File: src/rtl/motor_step_seq.sv
// Stepper-motor phase sequencer: issues a latched number of phase advances,
// each held for a latched dwell period, with abort and a one-cycle done pulse.
module motor_step_seq #(
  parameter int STEP_W = 8,
  parameter int PER_W  = 16
) (
  input  logic              i_Clk,
  input  logic              i_Rst,
  input  logic              i_start,
  input  logic              i_stop,
  input  logic              i_dir,
  input  logic [STEP_W-1:0] i_steps,
  input  logic [PER_W-1:0]  i_period,
  output logic [2:0]        o_motor,
  output logic              o_enable,
  output logic              o_busy,
  output logic              o_done,
  output logic [1:0]        o_dbg_state
);

  // i_start is a one-cycle request accepted only in IDLE (no backpressure);
  // i_stop is honoured only in RUN. Requests in any other state are dropped.
  typedef enum logic [1:0] {
    IDLE = 2'd0,
    RUN  = 2'd1,
    DONE = 2'd2
  } state_t;

  state_t              state_q, state_d;
  logic [1:0]          phase_q, phase_d;
  logic                dir_q, dir_d;
  logic [STEP_W-1:0]   remaining_q, remaining_d;
  logic [PER_W-1:0]    period_q, period_d;
  logic [PER_W-1:0]    timer_q, timer_d;

  function automatic logic [1:0] next_phase(input logic [1:0] p, input logic fwd);
    return fwd ? p + 2'd1 : p - 2'd1;
  endfunction

  always_ff @(posedge i_Clk or posedge i_Rst) begin
    if (i_Rst) begin
      state_q     <= IDLE;
      phase_q     <= 2'd0;
      dir_q       <= 1'b0;
      remaining_q <= '0;
      period_q    <= '0;
      timer_q     <= '0;
    end else begin
      state_q     <= state_d;
      phase_q     <= phase_d;
      dir_q       <= dir_d;
      remaining_q <= remaining_d;
      period_q    <= period_d;
      timer_q     <= timer_d;
    end
  end

  always_comb begin
    state_d     = state_q;
    phase_d     = phase_q;
    dir_d       = dir_q;
    remaining_d = remaining_q;
    period_d    = period_q;
    timer_d     = timer_q;
    unique case (state_q)
      IDLE: begin
        if (i_start) begin
          if (i_steps != '0 && i_period != '0) begin
            // The first phase advance happens on acceptance, so RUN opens
            // already presenting the first step's code.
            dir_d       = i_dir;
            period_d    = i_period;
            remaining_d = i_steps - STEP_W'(1);
            timer_d     = '0;
            phase_d     = next_phase(phase_q, i_dir);
            state_d     = RUN;
          end else begin
            state_d = DONE;
          end
        end
      end
      RUN: begin
        if (i_stop) begin
          state_d = DONE;
        end else if (timer_q == period_q - PER_W'(1)) begin
          if (remaining_q != '0) begin
            phase_d     = next_phase(phase_q, dir_q);
            remaining_d = remaining_q - STEP_W'(1);
            timer_d     = '0;
          end else begin
            state_d = DONE;
          end
        end else begin
          timer_d = timer_q + PER_W'(1);
        end
      end
      DONE: begin
        timer_d = '0;
        state_d = IDLE;
      end
      default: state_d = IDLE;
    endcase
  end

  assign o_motor     = {1'b0, phase_q} + 3'd1;
  assign o_enable    = (state_q == RUN);
  assign o_busy      = (state_q != IDLE);
  assign o_done      = (state_q == DONE);
  assign o_dbg_state = state_q;

endmodule

File: config.mk
export PLATFORM = sky130hd
export DESIGN_NAME = motor_step_seq
export DESIGN_NICKNAME = d
export VERILOG_FILES = /design/src/rtl/motor_step_seq.sv
export SDC_FILE = /design/constraint.sdc
export NUM_CORES = 1
export LEC_CHECK = 0
export BUFFER_PORTS_ARGS = -buffer_cell sky130_fd_sc_hd__buf_2
export CELL_PAD_IN_SITES_DETAIL_PLACEMENT = 0
export CELL_PAD_IN_SITES_GLOBAL_PLACEMENT = 1
export CORE_AREA = 3 3 113 72
export DETAILED_ROUTE_END_ITERATION = 16
export DIE_AREA = 0 0 116 75
export GPL_TIMING_DRIVEN = 0
export PLACE_DENSITY_LB_ADDON = 0.1
export SLEW_MARGIN = 5
export SYNTH_ARGS = -nofsm -noshare
export SYNTH_HDL_FRONTEND = slang
export SYNTH_SLANG_ARGS = --single-unit
File: constraint.sdc
create_clock -name i_Clk -period 6.95 [get_ports i_Clk]
set_clock_uncertainty 0.2 [all_clocks]
set_input_delay 1.39 -clock i_Clk [delete_from_list [all_inputs] [get_ports i_Clk]]
set_output_delay 1.39 -clock i_Clk [all_outputs]
set_load 0.03 [all_outputs]
==> results.md, run 1 <==
* Synthesized netlist cell count at 378
* Initial drt markers at 225
* Syn. warnings at 0
* Die W at 116 um
* Multi-input logic area at 2142 um2
* Pins Over Slew Limit at 0
* Core region area at 7147 um2
* Final setup viols at 0
* Data required, critical path at 5360 ps
* Post-layout util at 0.5499
* Die Area at 8700 um2
* Clock Latency Late Sink at 290 ps
* Number of max-cap violations at 0
* Router iterations before antenna repair at 5
* Hold Violations, Final at 0
* F_max at 0.2449 GHz
* Post-CTS Setup Inserts at 0
* Hold WC Path Type: flip-flop to flip-flop
* Worst hold stages at 1
* Crit-path max FO at 10
* Gr usage total at 0.2306
* IO Count at 37
* Max rail drop VDD at 0.1985 mV
* Crit. End Element: primary output
* Sequential Area at 1126 um2
* Average size of a mapped cell at 9.205 um2
* # clock sinks at 45
* Worst-case reg-to-reg path depth at 12
* Final Power at 1523 uW
* CTS root buf: clkbuf_16
* Post-DRT Antenna Nets at 0
* Seq/Total Area, Yosys at 0.3236
* IO Port Bufs at 36
* Antenna violations before repair at 0
* Layout cells sized above 1 at 0.2435
* Post-synth top flop: dfrtp_1
* Setup TNS at 0 ps
* CTS tree: done
* Largest net degree at the start of global routing at 37
* Post-DP HPWL at 7.248 mm
* Final #Nets at 455
* Worst-margin pin slew at 754.2 ps
* Gr ovfl total at 0
* Crit. Startpoint: o_dbg_state[1]
* # resized after CTS at 0
* Synth Cell Area at 3480 um2
* R2R setup slack at 3220 ps
* Area growth syn-to-layout at 12.95%
* Final min period at 4083 ps
* Vias at 3141
* Global-route wire length before repair at 15.28 mm
* Launching point of the worst reg2reg path: o_dbg_state[1]
* Status: finished, final reports clean
* Power Density at 387.4 nW/um2
* Unique masters post-synth at 74
* Number of cell rows at 24
* Critical R2R Capture: remaining_q[6]
* Routed WL at 9.406 mm
* CTS Hold Bufs at 0
* DR WL/cell at 18.30 um
* Max_slew headroom at 0.4972
* Buffer depth of the longest clock path at 2
* Async S/R FF share, synth at 1.000
* Leakage at 0.001614 uW
* DRC at 0
* Final period util at 0.5875
* Startpoint Class: flip-flop
* WS Path Type: flip-flop to primary output
* Global placer's final weighted congestion at 0.8855
* Worst Setup EP: o_enable
* Number of global-route vias before repair at 2833
* Htree depth at 2
* Arr. time, crit path at 2490 ps
* Die H at 75 um
* Yosys reg bits at 45
* Via density at 6.111
* Diodes inserted at 0
* RSZ-0062 raised after global routing: no
* Synth Net Count at 411
* Filler Cell Count at 670
* CTS Buf Count at 5
* Post-synth EDFFs at 0
* Initial Utilization at 0.4869
* Clk pin slew, worst setup/hold paths at 60 ps
placed cells by master, fill, tap and decap left out, types with 3 or more instances in the layout:
master and instances:
a211oi_1 6, a21oi_1 10, a21oi_2 8, a311oi_1 3, a31oi_1 3, and2_1 3, and3_1 10, buf_2 39
buf_6 7, clkbuf_1 12, clkbuf_16 5, dfrtp_1 45, ha_1 4, inv_1 10, mux2_2 17, mux2i_1 9
nand2_1 26, nand2b_1 5, nand3_1 9, nand3b_1 4, nand4_1 11, nor2_1 29, nor2b_1 4, nor3_1 6
nor3b_1 4, nor4_1 13, o21ai_0 5, o21ai_1 11, o311ai_1 4, o31ai_1 8, or3_1 5, or3_2 4
or4_1 6, xnor2_1 16, xor2_1 8
stage by stage:
stage	hold slack (ps)	instance area (um2)	std cells	worst slack, ps
finish	303.8	3930	514	2867
global route	336.4	3930	514	2795
CTS	308.5	3930	514	2925
detailed placement	294.9	3794	506	2699
global placement	275.0	3774	505	2731
floorplan	262.3	3480	378	3576
registers in the layout, indices dropped and copies added (netlist names):
signal	count
period_q	16
timer_q	16
remaining_q	8
o_dbg_state	2
phase_q	2
dir_q	1
cells in the mapped netlist, drive strengths merged (10+ instances only):
cell type,count,share of area
nor2,29,0.031
nand3,11,0.019
o21ai,16,0.023
dfrtp,45,0.32
nand4,12,0.023
xnor2,16,0.040
and3,10,0.018
nand2,26,0.028
buf,15,0.039
nor4,15,0.033
a21oi,18,0.035
inv,11,0.012
mux2,19,0.061
worst min path at each step:
| stage | start | endpoint |
|---|---|---|
| 6_report | dir_q | dir_q |
| 5_1_grt | dir_q | dir_q |
| 4_1_cts | dir_q | dir_q |
| 3_5_place_dp | dir_q | dir_q |
| 3_3_place_gp | phase_q[1] | phase_q[1] |
| 2_1_floorplan | phase_q[1] | phase_q[1] |
power by group:
group / total, uW / switching (uW) / internal (uW)
logic: 809 / 454 / 355
clock network: 231 / 97.0 / 134
registers: 483 / 132 / 351
total: 1520 / 683 / 839
worst max-delay path, stage by stage, from the launching register on:
cell,delay (ps)
dfrtp_1,460
nand2b_1,190
buf_6,160
inv_1,80
clkbuf_1,470
buf_1,520
buf_2,310
per-layer routing:
layer  global-route usage  part of all wire  vias up
met2               0.2938              0.38      115
li1                     -                 -     1513
met5                    0                 0        -
met4              0.05019            0.0095        0
met1               0.3873              0.54     1506
met3              0.04498             0.076        7
area by class of cell:
cell class              instances  area share
inverters                      11     0.01051
well taps                      91     0.02897
multi-input cells             298      0.5450
repair buffers                 37     0.05094
plain buffers                  24     0.04330
clock buffers                   8     0.03470
flip-flops and latches         45      0.2865
kinds of logic after synthesis:
group	Yosys count	synth area share
xor+xnor	26	0.07371
flops	45	0.3236
simple gates	161	0.2736
compound gates	79	0.1665
mux	28	0.08738
fa+ha+maj	4	0.01438
buf+inv	35	0.06077
No activity file was read; power rests on OpenSTA's default activity.
==> run 2: changes to the inputs <==
CORE_AREA = 3 3 117 74   (was 3 3 113 72)
DIE_AREA = 0 0 120 77   (was 0 0 116 75)
clock period = 3.9 ns   (was 6.95 ns; I/O delays follow)
==> results.md, run 2 (synthesis gave the netlist of run 1 again) <==
* Status: finished, final reports clean
* Top delay family on crit path: simple AND/OR/NAND/NOR gates
* IO Port Bufs at 36 (unchanged)
* WS Path Type: flip-flop to flip-flop
* Power Density at 686.2 nW/um2 (+77%)
* Largest net degree at the start of global routing at 36 (-2.7%)
* Hold WC Path Type: input port to asynchronous set/reset pin
* Setup ws final at 344.0 ps (-2523 ps)
* CTS root buf: clkbuf_16
* Post-layout util at 0.5111 (-0.03880)
* Most common cell after layout, fill and taps aside: dfrtp_1
* Crit. End Element: flip-flop
* CP Buf/Inv Count at 2 (-3)
* Global placer's final weighted congestion at 0.8927 (+0.81%)
* Startpoint Class: flip-flop
* Leakage at 0.001616 uW (+0.13%)
* Router iterations before antenna repair at 5 (unchanged)
* Worst slack at placement at 109.5 ps (-2589 ps)
* Pins Over Slew Limit at 0 (unchanged)
* Area growth syn-to-layout at 13.48%
* Slowest-stage cell, CP: or4_1
* Final period util at 0.9118
* # clock sinks at 45 (unchanged)
* DR WL/cell at 18.33 um (+0.16%)
* Filler Cell Count at 790 (+18%)
* Htree depth at 2 (unchanged)
* CTS tree: done
* Hold Violations, Final at 0 (unchanged)
* Gr usage total at 0.2178 (-0.01277)
* Post-DP HPWL at 7.515 mm (+3.7%)
* Largest registers: period_q (16), timer_q (16), remaining_q (8)
* Diodes inserted at 0 (unchanged)
* Vias at 3143 (+0.064%)
* Clk pin slew, worst setup/hold paths at 60 ps (about the same)
* Setup TNS at 0 ps (unchanged)
* Final #Nets at 454 (-0.22%)
* DRC at 0 (unchanged)
* Antenna violations before repair at 0 (unchanged)
* Post-DRT Antenna Nets at 0 (unchanged)
* IO Count at 37 (unchanged)
* Final min period at 3556 ps
* Final setup viols at 0 (unchanged)
* Initial Utilization at 0.4504 (-0.03651)
* Clock Latency Late Sink at 290 ps (about the same)
* Area after DPL at 3815 um2 (+0.56%)
* Number of max-cap violations at 0 (unchanged)
* Core region area at 7726 um2 (+8.1%)
* Buffer depth of the longest clock path at 2 (unchanged)
* RSZ-0062 raised after global routing: no
* Via density at 5.930 (-3.0%)
* Commonest cells after routing, fill and taps aside: dfrtp_1 (45), buf_2 (39), nor2_1 (29)
* Arr. time, crit path at 3530 ps (+1040 ps)
* Die W at 120 um (+3.4%)
* Post-CTS Setup Inserts at 0 (unchanged)
* Number of cell rows at 25 (+4.2%)
* Crit-path max FO at 8 (-2)
* Initial drt markers at 254 (+13%)
* Worst-margin pin slew at 750.9 ps (-3.336 ps)
* Final Power at 2710 uW (+78%)
* Global-route wire length before repair at 15.95 mm (+4.3%)
* Routed WL at 9.714 mm (+3.3%)
* Number of global-route vias before repair at 2857 (+0.85%)
* Data required, critical path at 3870 ps (-1490 ps)
* Gr ovfl total at 0 (unchanged)
* Fin area at 3949 um2 (+0.48%)
* Max rail drop VDD at 0.4887 mV (+150%)
* Die H at 77 um (+2.7%)
* Crit-path max cell delay at 520 ps (about the same)
* Critical-path cell list: inv_1 > ha_1 > buf_6 > or2b_1 > or4_1 > a222oi_1 > o2111a_2 > a41o_2 > and2_4 > mux2_1
* CTS Buf Count at 5 (unchanged)
* Max_slew headroom at 0.4994 (+0.002223)
* Layout cells sized above 1 at 0.2464 (+0.002947)
* F_max at 0.2812 GHz
* Die Area at 9240 um2 (+6.2%)
[run 2: changes by cell type in the layout (fill, tap and decap cells not counted), sizes merged]
cell  previous run  this run
buf             52        51
[run 2: routing by layer]
metal,vias to the layer above,wire length (um),global-route usage
met5,-,0,0
met4,0,56,0.03657
met3,7,606,0.04053
met2,100,3706,0.2728
met1,1528,5345,0.3736
li1,1508,-,-
[run 2: through the flow]
stage | hold WS (ps) | cells
finish | 218.0 | 530
global route | 238.1 | 530
CTS | 223.7 | 531
detailed placement | 285.8 | 523
global placement | 277.7 | 522
floorplan | 262.3 | 378
[run 2: report_power, final]
group / switching, uW / total, uW / internal (uW) / leakage (uW)
Clock: 176 / 414 / 239 / 0.0000652
Sequential: 235 / 860 / 625 / 0.000565
Combinational: 805 / 1430 / 630 / 0.000986
Total: 1220 / 2710 / 1490 / 0.00162
[run 2: final timing paths]
kind | startpoint | end | slack (ps) | cells after the start
worst max-delay path | period_q[0] | phase_q[1] | 340 | 10
worst min-delay path | i_Rst | timer_q[6] | 220 | 2
worst max register to register | period_q[0] | phase_q[1] | 340 | 10
worst min register to register | phase_q[1] | phase_q[1] | 300 | 1
max in group asynchronous | i_Rst | period_q[9] | 2780 | 3
min in group i_Clk | phase_q[1] | phase_q[1] | 300 | 1
[run 2: worst reg2reg max path: stages (launching register included)]
cell and delay (ps):
dfrtp_1 490, inv_1 120, ha_1 160, buf_6 130, or2b_1 290, or4_1 520
a222oi_1 370, o2111a_2 300, a41o_2 330, and2_4 220, mux2_1 320
[run 2: area by class of cell]
cell class	count	area, um2	share of cell area
Tap cell	108	135.1	0.03422
Sequential cell	45	1126	0.2852
Inverter	11	41.29	0.01046
Clock buffer	8	136.4	0.03454
Multi-Input combinational cell	298	2142	0.5425
Buffer	23	167.7	0.04246
Timing Repair Buffer	37	200.2	0.05070
[run 2: what timing repair did]
action,in CTS,in global routing
hold buffers,0,0
gates resized for setup,0,1
endpoints found under the setup margin,0,2
==> run 3: changes to the inputs <==
PLACE_DENSITY = 0.83   (was unset)
PLACE_DENSITY_LB_ADDON = unset   (was 0.1)
==> results.md, run 3 (synthesis gave the netlist of run 1 again) <==
* Status: finished, final reports clean
* Gr usage total at 0.2127 (-0.005136)
* Number of max-cap violations at 0 (unchanged)
* Clock power frac at 0.181 (+0.028)
* CTS tree: done
* IO Count at 37 (unchanged)
* Initial drt markers at 244 (-3.9%)
* Die Area at 9240 um2 (unchanged)
* NetSw at 1224 uW (+0.65%)
* RSZ-0062 raised after global routing: no
* CTS Buf Count at 5 (unchanged)
* Final #Nets at 455 (+0.22%)
* Global placer's final weighted congestion at 0.9183 (+2.9%)
* Largest net degree at the start of global routing at 33 (-8.3%)
* Final setup viols at 0 (unchanged)
* CTS root buf: clkbuf_16
* Antenna violations before repair at 0 (unchanged)
* Max rail drop VDD at 0.4589 mV (-6.1%)
* Reg power frac at 0.304 (-0.014)
* Power Density at 702.7 nW/um2 (+2.4%)
* Crit-path max FO at 10 (+2)
* F_max at 0.2785 GHz (-0.98%)
* Slowest-stage cell, CP: nor3b_1
* Router iterations before antenna repair at 5 (unchanged)
* Vias at 3139 (-0.13%)
* Leakage at 0.001636 uW (+1.2%)
* Largest registers: period_q (16), timer_q (16), remaining_q (8)
* Critical-path cell list: nand2b_1 > buf_6 > inv_1 > clkbuf_1 > clkbuf_2 > mux2i_1 > ha_1 > nor3b_1 > nor3_1 > a31oi_1 > o21ai_0 > a311oi_1
* Logic pwr share at 0.515 (-0.015)
* # clock sinks at 45 (unchanged)
* Filler Cell Count at 752 (-4.8%)
* WS Path Type: flip-flop to flip-flop
* Hold WC Path Type: input port to asynchronous set/reset pin
* Die H at 77 um (unchanged)
* Pins Over Slew Limit at 0 (unchanged)
* Non-Filler Instances at 531 (+0.19%)
* Htree depth at 2 (unchanged)
* Hold Violations, Final at 0 (unchanged)
* CTS Hold Bufs at 0 (unchanged)
* Clock Latency Late Sink at 290 ps (about the same)
* Routed WL at 9.562 mm (-1.6%)
* Final period util at 0.9208 (+0.009039)
* Global-route wire length before repair at 15.68 mm (-1.7%)
* Worst-case reg-to-reg path depth at 12 (+2)
* Switch share at 0.4365 (-0.01214)
* Post-DP HPWL at 7.198 mm (-4.2%)
* Worst-margin pin slew at 727.8 ps (-23.11 ps)
* Most common cell after layout, fill and taps aside: dfrtp_1
* Max_slew headroom at 0.5148 (+0.01541)
* Die W at 120 um (unchanged)
* Number of cell rows at 25 (unchanged)
* Via density at 5.911 (-0.32%)
* Startpoint Class: flip-flop
* IO Port Bufs at 36 (unchanged)
* Clk pin slew, worst setup/hold paths at 70 ps (about the same)
* Arr. time, crit path at 3580 ps (+50 ps)
* Area growth syn-to-layout at 14.64%
* Layout cells sized above 1 at 0.2506 (+0.004146)
* Number of global-route vias before repair at 2944 (+3.0%)
* Final min period at 3591 ps (+35.25 ps)
* DRC at 0 (unchanged)
* Diodes inserted at 0 (unchanged)
* Core region area at 7726 um2 (unchanged)
* DR WL/cell at 18.01 um (-1.8%)
* Post-DRT Antenna Nets at 0 (unchanged)
* Gr ovfl total at 0 (unchanged)
* Pint at 1580 uW (+5.7%)
* Buffer depth of the longest clock path at 2 (unchanged)
* Crit. End Element: flip-flop
* Initial Utilization at 0.4504 (unchanged)
* Commonest cells after routing, fill and taps aside: dfrtp_1 (45), buf_2 (39), nor2_1 (29)
* Placed cell count at 523 (unchanged)
* Data required, critical path at 3890 ps (+20 ps)
* Crit-path max cell delay at 500 ps (-20 ps)
* Setup TNS at 0 ps (unchanged)
[run 3: cell types whose count changed in the layout (fill, tap and decap cells not counted)]
cell | before | now
clkbuf_1 | 11 | 10
clkbuf_8 | 0 | 1
bufinv_16 | 0 | 1
[run 3: worst max-delay path, delay by kind of cell (launching register included)]
| kind | cells | cell delay, ps |
|---|---|---|
| AND/OR/NAND/NOR | 3 | 780 |
| buffers and inverters | 4 | 1050 |
| adder cells (fa/ha/maj) | 1 | 290 |
| multiplexers | 1 | 230 |
| flip-flops | 1 | 450 |
| AO/OA/AOI/OAI | 3 | 510 |
[run 3: power by group through the flow]
| stage | registers, uW | logic [uW] | clock network, uW |
|---|---|---|---|
| finish | 852 | 1440 | 506 |
| global route | 876 | 1590 | 536 |
| CTS | 846 | 1440 | 516 |
| detailed placement | 853 | 1420 | 0 |
| global placement | 844 | 1410 | 0 |
| floorplan | 799 | 1120 | 0 |
[run 3: final cells by class]
cell class                      count  area [um2]  share of cell area
Timing Repair Buffer               37       200.2             0.05019
Tap cell                          108       135.1             0.03388
Inverter                           11       41.29             0.01035
Buffer                             24       171.4             0.04297
Multi-Input combinational cell    298        2142              0.5370
Sequential cell                    45        1126              0.2823
Clock inverter                      1       30.03            0.007528
Clock buffer                        7       142.6             0.03576
[run 3: routing by layer]
metal  vias up  GRT usage  wire (um)  share of wire
li1       1512          -          -              -
met2       102     0.2773       3719           0.39
met5         -          0          0              0
met3         4    0.04495        685          0.072
met4         0    0.03200         22         0.0023
met1      1521     0.3543       5135           0.54
[run 3: what timing repair did]
item | 4_1_cts | 5_1_grt
buffers inserted | 0 | 0
endpoints found under the hold margin | 0 | 0
setup endpoints to repair | 0 | 1
resized for setup | 0 | 1
[run 3: final timing paths]
path | start | endpoint | slack (ps)
max | o_dbg_state[1] | remaining_q[6] | 310
min | i_Rst | phase_q[0] | 240
max reg2reg | o_dbg_state[1] | remaining_q[6] | 310
min reg2reg | phase_q[1] | phase_q[1] | 300
max in group asynchronous | i_Rst | period_q[1] | 2750
min in group i_Clk | phase_q[1] | phase_q[1] | 300
[run 3: metrics by stage]
| step | cell area [um2] | utilization | total power [uW] | worst slack (ps) | hold WS (ps) |
|---|---|---|---|---|---|
| 2_1_floorplan | 3480 | - | 1917 | 525.8 | 262.3 |
| 3_3_place_gp | 3795 | 0.4912 | 2251 | 249.5 | 277.2 |
| 3_5_place_dp | 3815 | 0.4938 | 2276 | 227.8 | 286.2 |
| 4_1_cts | 3988 | 0.5161 | 2801 | 192.2 | 246.5 |
| 5_1_grt | 3989 | 0.5163 | 3003 | 16.01 | 256.5 |
| 6_report | 3989 | 0.5163 | 2803 | 308.8 | 241.4 |
